==> config.mk <==
export PLATFORM = sky130hd
export DESIGN_NAME = bcd_counter_4d
export DESIGN_NICKNAME = d
export VERILOG_FILES = /design/src/rtl/disp_pkg.sv /design/src/rtl/bcd_digit.sv /design/src/rtl/bcd_counter_4d.sv
export SDC_FILE = /design/constraint.sdc
export NUM_CORES = 1
export LEC_CHECK = 0
export ABC_AREA = 1
export CAP_MARGIN = 20
export CORE_ASPECT_RATIO = 1.1
export CORE_MARGIN = 4
export CORE_UTILIZATION = 40
export CTS_BUF_LIST = sky130_fd_sc_hd__clkbuf_4 sky130_fd_sc_hd__clkbuf_8
export DETAILED_ROUTE_END_ITERATION = 8
export GPL_ROUTABILITY_DRIVEN = 0
export PLACE_DENSITY = 0.66
export SLEW_MARGIN = 20
export SYNTH_ARGS = -nofsm -noshare
export SYNTH_HDL_FRONTEND = slang
export SYNTH_SLANG_ARGS = --single-unit
==> constraint.sdc <==
create_clock -name clk -period 3.2 [get_ports clk]
set_input_delay 0.64 -clock clk [delete_from_list [all_inputs] [get_ports clk]]
set_output_delay 0.64 -clock clk [all_outputs]
set_load 0.01 [all_outputs]
==> src/rtl/disp_pkg.sv <==
// Shared BCD types and constants for the counter and the seven-segment scan stage.
package disp_pkg;

    localparam int DIGITS  = 4;
    localparam int DIGIT_W = 4;

    typedef logic [DIGIT_W-1:0] bcd_digit_t;
    typedef bcd_digit_t [DIGITS-1:0] bcd_word_t;

    localparam bcd_digit_t BCD_MAX = 4'd9;

    // Non-decimal codes (A-F) are forced to 9 so the display never shows garbage.
    function automatic bcd_digit_t bcd_clamp(input bcd_digit_t d);
        return (d > BCD_MAX) ? BCD_MAX : d;
    endfunction

endpackage

==> src/rtl/bcd_digit.sv <==
// One BCD digit with parallel load and up/down step; cout is the carry or borrow
// into the next more-significant digit.
module bcd_digit
    import disp_pkg::*;
(
    input  logic       clk,
    input  logic       rst,
    input  logic       dir,
    input  logic       cin,
    input  logic       load_en,
    input  logic [3:0] load_d,
    output logic [3:0] q,
    output logic       cout
);

    bcd_digit_t q_q;
    bcd_digit_t q_d;

    always_comb begin
        q_d = q_q;
        if (load_en) begin
            q_d = bcd_clamp(load_d);
        end else if (cin) begin
            if (dir) begin
                q_d = (q_q >= BCD_MAX) ? 4'd0 : q_q + 4'd1;
            end else begin
                q_d = (q_q == 4'd0) ? BCD_MAX : q_q - 4'd1;
            end
        end
    end

    always_ff @(posedge clk or posedge rst) begin
        if (rst) begin
            q_q <= '0;
        end else begin
            q_q <= q_d;
        end
    end

    // Combinational so the carry/borrow ripples through all digits in one cycle.
    assign cout = cin & (dir ? (q_q >= BCD_MAX) : (q_q == 4'd0));
    assign q    = q_q;

endmodule

==> src/rtl/bcd_counter_4d.sv <==
// Four-digit BCD up/down counter with tick prescaler, synchronised run/stop toggle
// and clamped parallel load, feeding the seven-segment scan multiplexer.
module bcd_counter_4d
    import disp_pkg::*;
#(
    parameter int TICK_DIV = 100_000_000
) (
    input  logic        clk,
    input  logic        rst,
    input  logic        run_btn,
    input  logic        up,
    input  logic        load,
    input  logic [15:0] load_val,
    output logic [15:0] value,
    output logic        running,
    output logic        tick,
    output logic        wrap
);

    localparam int CNT_W = $clog2(TICK_DIV);
    localparam logic [CNT_W-1:0] CNT_LAST = CNT_W'(TICK_DIV - 1);

    logic [CNT_W-1:0] cnt_q, cnt_d;
    logic tick_q, tick_d;
    logic sync1_q, sync1_d;
    logic sync2_q, sync2_d;
    logic btn_prev_q, btn_prev_d;
    logic running_q, running_d;
    logic wrap_q, wrap_d;

    logic            step_en;
    logic [DIGITS:0] carry;
    bcd_word_t       digit_q;
    bcd_word_t       load_word;

    assign load_word = bcd_word_t'(load_val);
    assign step_en   = tick_q & running_q & ~load;
    assign carry[0]  = step_en;

    genvar gi;
    generate
        for (gi = 0; gi < DIGITS; gi++) begin : g_digit
            bcd_digit u_digit (
                .clk     (clk),
                .rst     (rst),
                .dir     (up),
                .cin     (carry[gi]),
                .load_en (load),
                .load_d  (load_word[gi]),
                .q       (digit_q[gi]),
                .cout    (carry[gi+1])
            );
        end
    endgenerate

    always_comb begin
        cnt_d      = (cnt_q == CNT_LAST) ? '0 : cnt_q + CNT_W'(1);
        tick_d     = (cnt_q == CNT_LAST);
        sync1_d    = run_btn;
        sync2_d    = sync1_q;
        btn_prev_d = sync2_q;
        // Only the synchronised rising edge toggles; a held button does nothing more.
        running_d  = running_q ^ (sync2_q & ~btn_prev_q);
        wrap_d     = step_en & carry[DIGITS];
    end

    always_ff @(posedge clk or posedge rst) begin
        if (rst) begin
            cnt_q      <= '0;
            tick_q     <= 1'b0;
            sync1_q    <= 1'b0;
            sync2_q    <= 1'b0;
            btn_prev_q <= 1'b0;
            running_q  <= 1'b0;
            wrap_q     <= 1'b0;
        end else begin
            cnt_q      <= cnt_d;
            tick_q     <= tick_d;
            sync1_q    <= sync1_d;
            sync2_q    <= sync2_d;
            btn_prev_q <= btn_prev_d;
            running_q  <= running_d;
            wrap_q     <= wrap_d;
        end
    end

    assign value   = digit_q;
    assign running = running_q;
    assign tick    = tick_q;
    assign wrap    = wrap_q;

endmodule

==> out/metrics.cfg <==
[critical_path]
critPathLaunchType=flip-flop
critPathArrivalTime_ns=1.48
r2r_slack_ns=1.36
r2r-end=cnt_q[23]$_DFF_PP0_
r2r_cells=8
cp.buffers_inverters=1
r2r_start=cnt_q[0]$_DFF_PP0_
crit_fanout=8
worstSetupPathDepth=1
cpPeakStageDelay_ns=0.61
crit_chain=clkdlybuf4s50_1
critPathTopFamily=buffers and inverters
cp.required_ns=2.56
critPathCaptureType=output port
crit_slowest_cell=clkdlybuf4s50_1
critPathKind=flip-flop to output port

[pwr]
switching_power_w=0.000542
p_comb_share_pct=28.2
internal_power_w=0.00102
power.density_nw_per_um2=387
p_leak_nw=1.88
ir_worst_vdd_v=0.000212
p_seq_share_pct=47.0
clkPwrFrac_pct=24.8
swShare_pct=34.7

[sta]
max_freq_ghz=0.472
fin_skew_ns=0.0122
slew_headroom_pct=58.4
rsz0062_at_grt=no
worst_slew_pin_slew_ns=0.624
slew_violations=0
period_needed_ns=2.12
period_share_pct=66.1
finalHoldViolCount=0
setup-tns-final_ns=0
setup_viol=0

[yosys]
avgSynthCellArea_um2=7.03
ys_top_cells_by_area=dfrtp_1, nand2_1, nand3_1, nor2_1, ha_1
ys_async_sr_fraction_pct=100
synth_commonest_cells=nand2_1, nor2_1, inv_1, nand3_1, dfrtp_1
synth-edff-count=0
yosysMostFrequentCell=nand2_1
yosysTopAreaCellShare_pct=35.5
synth_ff_type=dfrtp_1
yosysSeqAreaShare_pct=35.5
yosysTopAreaCell=dfrtp_1
yosys_register_bits=49
syn_nets=530
ys_types=28
ys.warnings.count=0
synthCells=492
netlist_area_um2=3460

[layout]
final.fill_count=867
syn_to_final_growth_pct=16.8
multiInputGateArea_um2=1930
finalNetCount=568
drive_gt1_share_pct=6.40
ff_latch_area_um2=1230
num_antenna_cells=0
final_cells=642

[clock_network]
clk_pin_slew_ns=0.11
clock_latency_ns=0.31
h-tree-depth=2
cts_made_buffers=5
cts_max_path_buffers=2
cts_root_buf=clkbuf_8
ctsHoldBuffers=0
clock_sinks=49
cts_tree=done
cts_setup_buffers=0
cts_resized=0

[routing]
viasPerCell=4.97
wl_um=8200
firstDrtPassIters=4
via_count=3189
ant_nets=0
drc=0
drt_iter0_drc=113
routedWlPerCell_um=12.8

[min_path]
hold_path_class=flip-flop to flip-flop
holdPathEnd=btn_prev_d$_DFF_PP0_
holdPathStages=0
min_from=sync1_q$_DFF_PP0_

[floorplanning]
ios=40
core_area_um2=8410
initial_utilization_pct=41.1
die-area_um2=10200
row_count=35
die_h_um=106
fp.dieW_um=96.6

[grt]
grt_overflow=0
grtUsageTotal_pct=16.7
antenna_found_initial=0
grt_pass1_vias=3223
grt_pass1_wl_um=14300
grt_max_degree=23

[outcome]
status=finished, final reports clean

[run]
max_cap_violations=0

[placement]
dpl.hpwl_um=6440
io_buffers=39
place_inst=634

## cell type report
class                           instances  share of cell area (%)
Clock buffer                            5                    1.70
Multi-Input combinational cell        372                    47.9
Timing Repair Buffer                   43                    10.4
Tap cell                              111                    3.44
Inverter                               59                    5.49
Sequential cell                        49                    30.4
Clock inverter                          3                   0.651
## cell usage in the layout, fill, tap and decap left out
| master | count |
|---|---|
| nand2_1 | 131 |
| nor2_1 | 64 |
| nand3_1 | 54 |
| inv_1 | 53 |
| dfrtp_1 | 49 |
| clkdlybuf4s50_1 | 39 |
| xor2_1 | 20 |
| o21ai_0 | 17 |
| ha_1 | 17 |
| a21oi_1 | 13 |
| nand4_1 | 12 |
| nor3_1 | 10 |
| xnor2_1 | 10 |
| inv_2 | 6 |
| clkbuf_8 | 5 |
| nand3_2 | 4 |
| nor2_2 | 4 |
| nand2_2 | 4 |
| nor4_1 | 4 |
| buf_4 | 4 |
| a21oi_2 | 2 |
| clkinvlp_4 | 2 |
| o21ai_2 | 1 |
| nor2_4 | 1 |
| nor2b_1 | 1 |
| a221oi_1 | 1 |
| o211ai_1 | 1 |
| o22ai_1 | 1 |
| inv_8 | 1 |
## power by group through the flow
stage,sequential [W],clock (W),combinational [W]
final,0.000735,0.000387,0.000441
after global routing,0.000743,0.000434,0.000498
after CTS,0.000734,0.000409,0.000443
after detailed placement,0.000746,0,0.000440
after global placement,0.000744,0,0.000436
after floorplan,0.000728,0,0.000293
## per-layer routing
metal  share of wire, %  global-route usage [%]  vias to the layer above
met5                  0                       0                        -
met2                 50                    30.2                       63
met3                3.9                    2.65                       12
met4                2.0                    5.72                        0
met1                 44                    20.0                     1465
li1                   -                       -                     1649
## per-stage QoR
step                instance area [um2]  hold WS, ns  power [W]  setup WS [ns]  utilization (%)
global route                       4040        0.382    0.00167           1.01             48.0
detailed placement                 3940        0.336    0.00119          0.870             46.9
CTS                                4040        0.360    0.00159           1.06             48.0
floorplan                          3460        0.331    0.00102           1.39                -
global placement                   3940        0.340    0.00118          0.937             46.9
finish                             4040        0.357    0.00156           1.08             48.0
## state kept, by name, indices dropped and copies added, names as in the netlist
| signal | flops |
|---|---|
| btn_prev_d | 1 |
| running | 1 |
| btn_prev_q | 1 |
| tick | 1 |
| cnt_q | 27 |
| g_digit.u_digit.q | 16 |
| wrap | 1 |
| sync1_q | 1 |
## worst max-delay path by stage
stage	start	to
6_report	g_digit[3].u_digit.q[2]$_DFFE_PP0P_	value[14]
5_1_grt	load	g_digit[1].u_digit.q[0]$_DFFE_PP0P_
4_1_cts	g_digit[3].u_digit.q[2]$_DFFE_PP0P_	value[14]
3_5_place_dp	load	g_digit[1].u_digit.q[0]$_DFFE_PP0P_
3_3_place_gp	load	g_digit[1].u_digit.q[2]$_DFFE_PP0P_
2_1_floorplan	rst	btn_prev_d$_DFF_PP0_
## cells by family after synthesis
group                      share of synthesized area, %
AOI/OAI and AO/OA                                  5.75
xor gates and xnor gates                           7.60
adders and majority gates                          6.15
buffers and inverters                              8.58
DFF                                                35.5
and+or+nand+nor                                    36.4
Note: power is estimated with default switching activity, not from simulation.
==> patch 1, RTL diff (config.mk and constraints unchanged) <==
Make the reset (`rst`) synchronous in 2 clocked blocks.
--- a/src/rtl/bcd_digit.sv
+++ b/src/rtl/bcd_digit.sv
@@ -29,7 +29,7 @@
         end
     end
 
-    always_ff @(posedge clk or posedge rst) begin
+    always_ff @(posedge clk) begin
         if (rst) begin
             q_q <= '0;
         end else begin
--- a/src/rtl/bcd_counter_4d.sv
+++ b/src/rtl/bcd_counter_4d.sv
@@ -64,7 +64,7 @@
         wrap_d     = step_en & carry[DIGITS];
     end
 
-    always_ff @(posedge clk or posedge rst) begin
+    always_ff @(posedge clk) begin
         if (rst) begin
             cnt_q      <= '0;
             tick_q     <= 1'b0;
Check against the original RTL: differs if rst is asserted again (counterexample within 4 cycles, from zero or initial values and one cycle with rst high); with rst held inactive, the same outputs for 10 cycles.
==> patch 1 against the original RTL <==
Via count rose by 1.2%. Total power fell by 17%. Largest power group unchanged. Worst setup slack improved by 0.031 ns. Area after synthesis fell by 2.5%. Critical endpoint is now value[2]. Largest cell class unchanged. Sequential cell count did not move. Final area fell by 3.1%. Combinational power fell by 39%. Utilization rose by 0.66 points. Routed wire length fell by 2.7%. Sequential share of layout area fell by 5.3 points.
==> patch 1: results (changes against the original RTL) <==
status -> finished, final reports clean (unchanged)
fraction of registers with async set/reset -> 0 (was 1.00)
Sw Share -> 0.307 (was 0.347)
via/cell ratio -> 5.07 (was 4.97)
post-synth cell types -> 39 (was 28)
number of global-route vias before repair -> 3117 (was 3223)
DP Wirelength -> 6.25 mm (was 6.44 mm)
Worst EP arrival -> 1.45 ns (was 1.48 ns)
FF-to-FF End -> g_digit[1].u_digit.q[1]$_SDFFE_PP0P_ (was cnt_q[23]$_DFF_PP0_)
R2R Setup Slk -> 1.35 ns
CP startpoint -> g_digit[0].u_digit.q[2]$_SDFFE_PP0P_ (was g_digit[3].u_digit.q[2]$_DFFE_PP0P_)
Seq/Total Area, Yosys -> 0.291 (was 0.355)
Post-Syn Nets -> 529 (was 530)
main area contributors after synthesis -> dfxtp_1 29%, nand2_1 12%, ha_1 6.3% (was dfrtp_1 35%, nand2_1 14%, nand3_1 7.8%)
final net count -> 566 (was 568)
Slew HR -> 0.733 (was 0.584)
via count -> 3228 (was 3189)
first-pass GRT wire length -> 13.6 mm (was 14.3 mm)
share of cells above drive strength 1 -> 0.121 (was 0.0640)
RR Startpoint -> g_digit[0].u_digit.q[0]$_SDFFE_PP0P_ (was cnt_q[0]$_DFF_PP0_)
GRT Total Usage -> 0.166 (was 0.167)
CP max FO -> 7 (was 8)
Main synth FF type -> dfxtp_1 (was dfrtp_1)
Setup WS pre-CTS -> 0.798 ns (was 0.870 ns)
placed cell count -> 629 (was 634)
Synth Instances -> 491 (was 492)
initial drt markers -> 139 (was 113)
cts repair resizes -> 0 (unchanged)
cells on worst reg2reg path -> 10 (was 8)
leakage power -> 0.00149 µW (was 0.00188 µW)
largest net degree at the start of global routing -> 28 (was 23)
yosys warns -> 0 (unchanged)
most common library cells after synthesis -> 105 x nand2_1, 54 x nor2_1, 50 x inv_1 (was 131 x nand2_1, 64 x nor2_1, 54 x inv_1, 54 x nand3_1, 49 x dfrtp_1)
GRT overflow -> 0 (unchanged)
Clock transition at path regs -> 0.10 ns
crit path to -> value[2] (was value[14])
crit path time final -> 2.09 ns (was 2.12 ns)
[patch 1: changes by cell type in the layout (fill, tap and decap cells not counted), moves of 5 or more]
cell,unedited run,this run
a21oi_1,13,32
dfrtp_1,49,0
dfxtp_1,0,49
nand2_1,131,105
nand3_1,54,37
nand3b_1,0,6
nor2_1,64,54
nor2_2,4,15
nor3_2,0,6
o21ai_0,17,23
xnor2_1,10,5
xor2_1,20,15
[patch 1: kinds of logic after synthesis]
group | count (synthesis) | share of synthesized area
AND/OR/NAND/NOR | 271 | 0.401
adder cells (fa/ha/maj) | 17 | 0.0631
AO/OA/AOI/OAI | 65 | 0.102
flip-flops | 49 | 0.291
buffers and inverters | 69 | 0.0906
XOR/XNOR | 20 | 0.0520
[patch 1: per-stage QoR]
stage               hold slack, ns  instance area [µm²]  power [µW]  utilization
finish                       0.410                 3910        1300        0.487
global route                 0.445                 3910        1380        0.487
CTS                          0.412                 3910        1310        0.487
detailed placement           0.397                 3830         945        0.476
global placement             0.394                 3830         939        0.476
floorplan                    0.388                 3370         850            -
[patch 1: worst min path at each step]
stage / depth (start not counted) / startpoint / to / slack [ns]
2_1_floorplan: 2 / sync1_q$_SDFF_PP0_ / btn_prev_d$_SDFF_PP0_ / 0.39
3_3_place_gp: 2 / sync1_q$_SDFF_PP0_ / btn_prev_d$_SDFF_PP0_ / 0.39
3_5_place_dp: 2 / sync1_q$_SDFF_PP0_ / btn_prev_d$_SDFF_PP0_ / 0.40
4_1_cts: 2 / sync1_q$_SDFF_PP0_ / btn_prev_d$_SDFF_PP0_ / 0.41
5_1_grt: 2 / sync1_q$_SDFF_PP0_ / btn_prev_d$_SDFF_PP0_ / 0.44
6_report: 2 / sync1_q$_SDFF_PP0_ / btn_prev_d$_SDFF_PP0_ / 0.41
[patch 1: layout make-up]
class	count	area, µm²
tap	108	135
timing repair buffer	42	413
sequential	49	981
clock buffer	5	68.8
fill	818	4130
multi-input combinational	373	2080
clock inverter	3	17.5
inverter	57	214
[patch 1: power groups by stage]
| stage | registers, µW | clock network, µW | logic, µW |
|---|---|---|---|
| 2_1_floorplan | 671 | 0 | 179 |
| 3_3_place_gp | 673 | 0 | 266 |
| 3_5_place_dp | 675 | 0 | 271 |
| 4_1_cts | 660 | 380 | 272 |
| 5_1_grt | 665 | 410 | 307 |
| 6_report | 661 | 372 | 270 |
[patch 1: per-layer routing]
metal | global-route usage | wire length [µm] | share of wire | vias up
li1 | - | - | - | 1667
met1 | 0.201 | 3460 | 0.43 | 1477
met2 | 0.288 | 4030 | 0.51 | 69
met3 | 0.0275 | 328 | 0.041 | 15
met4 | 0.0640 | 157 | 0.020 | 0
met5 | 0 | 0 | 0 | -
==> patch 2, RTL diff (same settings) <==
Made on the original files. Set the parameter `TICK_DIV` to 50_000_000 (it was 100_000_000).
--- a/src/rtl/bcd_counter_4d.sv
+++ b/src/rtl/bcd_counter_4d.sv
@@ -3,7 +3,7 @@
 module bcd_counter_4d
     import disp_pkg::*;
 #(
-    parameter int TICK_DIV = 100_000_000
+    parameter int TICK_DIV = 50_000_000
 ) (
     input  logic        clk,
     input  logic        rst,
Behaviour: same outputs for any inputs over 10 cycles, from zero or initial values and one cycle with rst high; that may be too few to reach the edited logic, so the function may still have changed.
==> patch 2 against the original RTL <==
Sequential cell count is 1 lower. Cell count is 0.31% higher. Via count is 0.91% higher. Worst setup slack worse by 0.016 ns. Area after synthesis is 0.87% lower. Routed wire length is 0.52% lower. Total power is 4.1% lower. Final area is 0.90% lower. Largest power group unchanged. Highest routed layer unchanged.
==> patch 2: results (changes against the original RTL) <==
via/cell ratio -> 5.00 (was 4.97)
most common library cells after synthesis -> 140 x nand2_1, 74 x nor2_1, 56 x inv_1 (was 131 x nand2_1, 64 x nor2_1, 54 x inv_1, 54 x nand3_1, 49 x dfrtp_1)
DP Wirelength -> 6.23 mm (was 6.44 mm)
power density over the cells -> 375 nW/µm² (was 387 nW/µm²)
initial drt markers -> 117 (was 113)
main area contributors after synthesis -> dfrtp_1 35%, nand2_1 15%, nor2_1 8.1% (was dfrtp_1 35%, nand2_1 14%, nand3_1 7.8%)
Filler Cells Inserted -> 824 (was 867)
Worst EP arrival -> 2.38 ns (was 1.48 ns)
final net count -> 571 (was 568)
post-placement cell area -> 3920 µm² (was 3940 µm²)
yosys warns -> 0 (unchanged)
share of cells above drive strength 1 -> 0.0563 (was 0.0640)
max FFs per register -> 26 (was 27)
clk_skew -> 0.00880 ns (was 0.0122 ns)
first-pass GRT wire length -> 14.0 mm (was 14.3 mm)
Setup WS pre-CTS -> 0.748 ns (was 0.870 ns)
number of global-route vias before repair -> 3168 (was 3223)
first-pass detailed-route iteration total -> 4 (unchanged)
GRT Total Usage -> 0.169 (was 0.167)
GRT overflow -> 0 (unchanged)
met2 usage -> 0.300 (was 0.302)
Worst Hold Class -> reg -> reg (unchanged)
Biggest register -> cnt_q (unchanged)
postcts setup bufs -> 0 (unchanged)
status -> finished, final reports clean (unchanged)
GR Util met1 -> 0.200 (about the same)
CP max FO -> 18 (was 8)
met3 Use GR -> 0.0295 (was 0.0265)
PortBufs -> 39 (unchanged)
largest net degree at the start of global routing -> 25 (was 23)
EDFF count, synth -> 0 (unchanged)
Longest Clk Path Bufs -> 2 (unchanged)
TritonCTS clock tree -> built (unchanged)
post-synth cell types -> 31 (was 28)
Clock transition at path regs -> 0.09 ns (was 0.11 ns)
fraction of registers with async set/reset -> 1.00 (unchanged)
cts repair resizes -> 0 (unchanged)
Ant. Diodes -> 0 (unchanged)
H-tree depth -> 2 (unchanged)
leakage power -> 0.00193 µW (was 0.00188 µW)
Post-Syn Nets -> 532 (was 530)
clk_lat worst skew -> 0.30 ns
routed length per instance -> 12.7 µm (was 12.8 µm)
root buf cell -> clkbuf_8 (unchanged)
Worst VDD drop -> 0.152 mV (was 0.212 mV)
initial antenna violation count -> 0 (unchanged)
TritonCTS Buffers -> 5 (unchanged)
Seq/Total Area, Yosys -> 0.350 (was 0.355)
Slew HR -> 0.499 (was 0.584)
patch 2: cells by family (layout without fill, tap and decap cells):
family | after synthesis | in the layout | share of synthesized area
flops | 48 | 48 | 0.350
buf+inv | 70 | 109 | 0.0843
fa+ha+maj | 17 | 17 | 0.0621
compound gates | 33 | 33 | 0.0551
xor+xnor | 27 | 27 | 0.0690
simple gates | 299 | 299 | 0.379
patch 2: metrics by stage:
| step | total power, µW | cells |
|---|---|---|
| global placement | 1150 | 637 |
| floorplan | 994 | 494 |
| detailed placement | 1160 | 637 |
| global route | 1600 | 644 |
| finish | 1500 | 644 |
| CTS | 1520 | 644 |
patch 2: cell type report:
cell class,instances,share of cell area
inverter,59,0.0554
clock inverter,1,0.00125
multi-input combinational,376,0.484
sequential,48,0.300
clock buffer,6,0.0191
timing repair buffer,43,0.105
tap,111,0.0347
patch 2: power by group:
group	internal [µW]	switching [µW]
Combinational	200	230
Clock	157	194
Sequential	642	74.6
patch 2: worst max-delay path, cell delays in order:
cell	delay [ns]
clkdlybuf4s50_1	0.45
buf_4	0.22
inv_1	0.24
nand2_2	0.17
nand2_1	0.09
nor2_4	0.16
nand3_2	0.15
nand2_2	0.12
nand2_1	0.07
nand2_1	0.06
patch 2: per-layer routing:
layer / up-vias / share of wire
met2: 63 / 0.51
li1: 1644 / -
met5: - / 0
met1: 1494 / 0.44
met3: 17 / 0.037
met4: 0 / 0.020
patch 2: path summary, 6_finish.rpt:
check                                                    startpoint                             endpoint  slack (ns)  cells past startpoint
worst max register to register  g_digit[2].u_digit.q[0]$_DFFE_PP0P_  g_digit[3].u_digit.q[2]$_DFFE_PP0P_        1.36                      9
worst min register to register                    sync1_q$_DFF_PP0_                 btn_prev_d$_DFF_PP0_        0.35                      0
worst min-delay path                              sync1_q$_DFF_PP0_                 btn_prev_d$_DFF_PP0_        0.35                      0
max in group asynchronous                                       rst  g_digit[2].u_digit.q[1]$_DFFE_PP0P_        2.05                      3
worst max-delay path                                             up  g_digit[3].u_digit.q[2]$_DFFE_PP0P_        1.07                     10
min in group asynchronous                                       rst  g_digit[0].u_digit.q[0]$_DFFE_PP0P_        0.57                      2
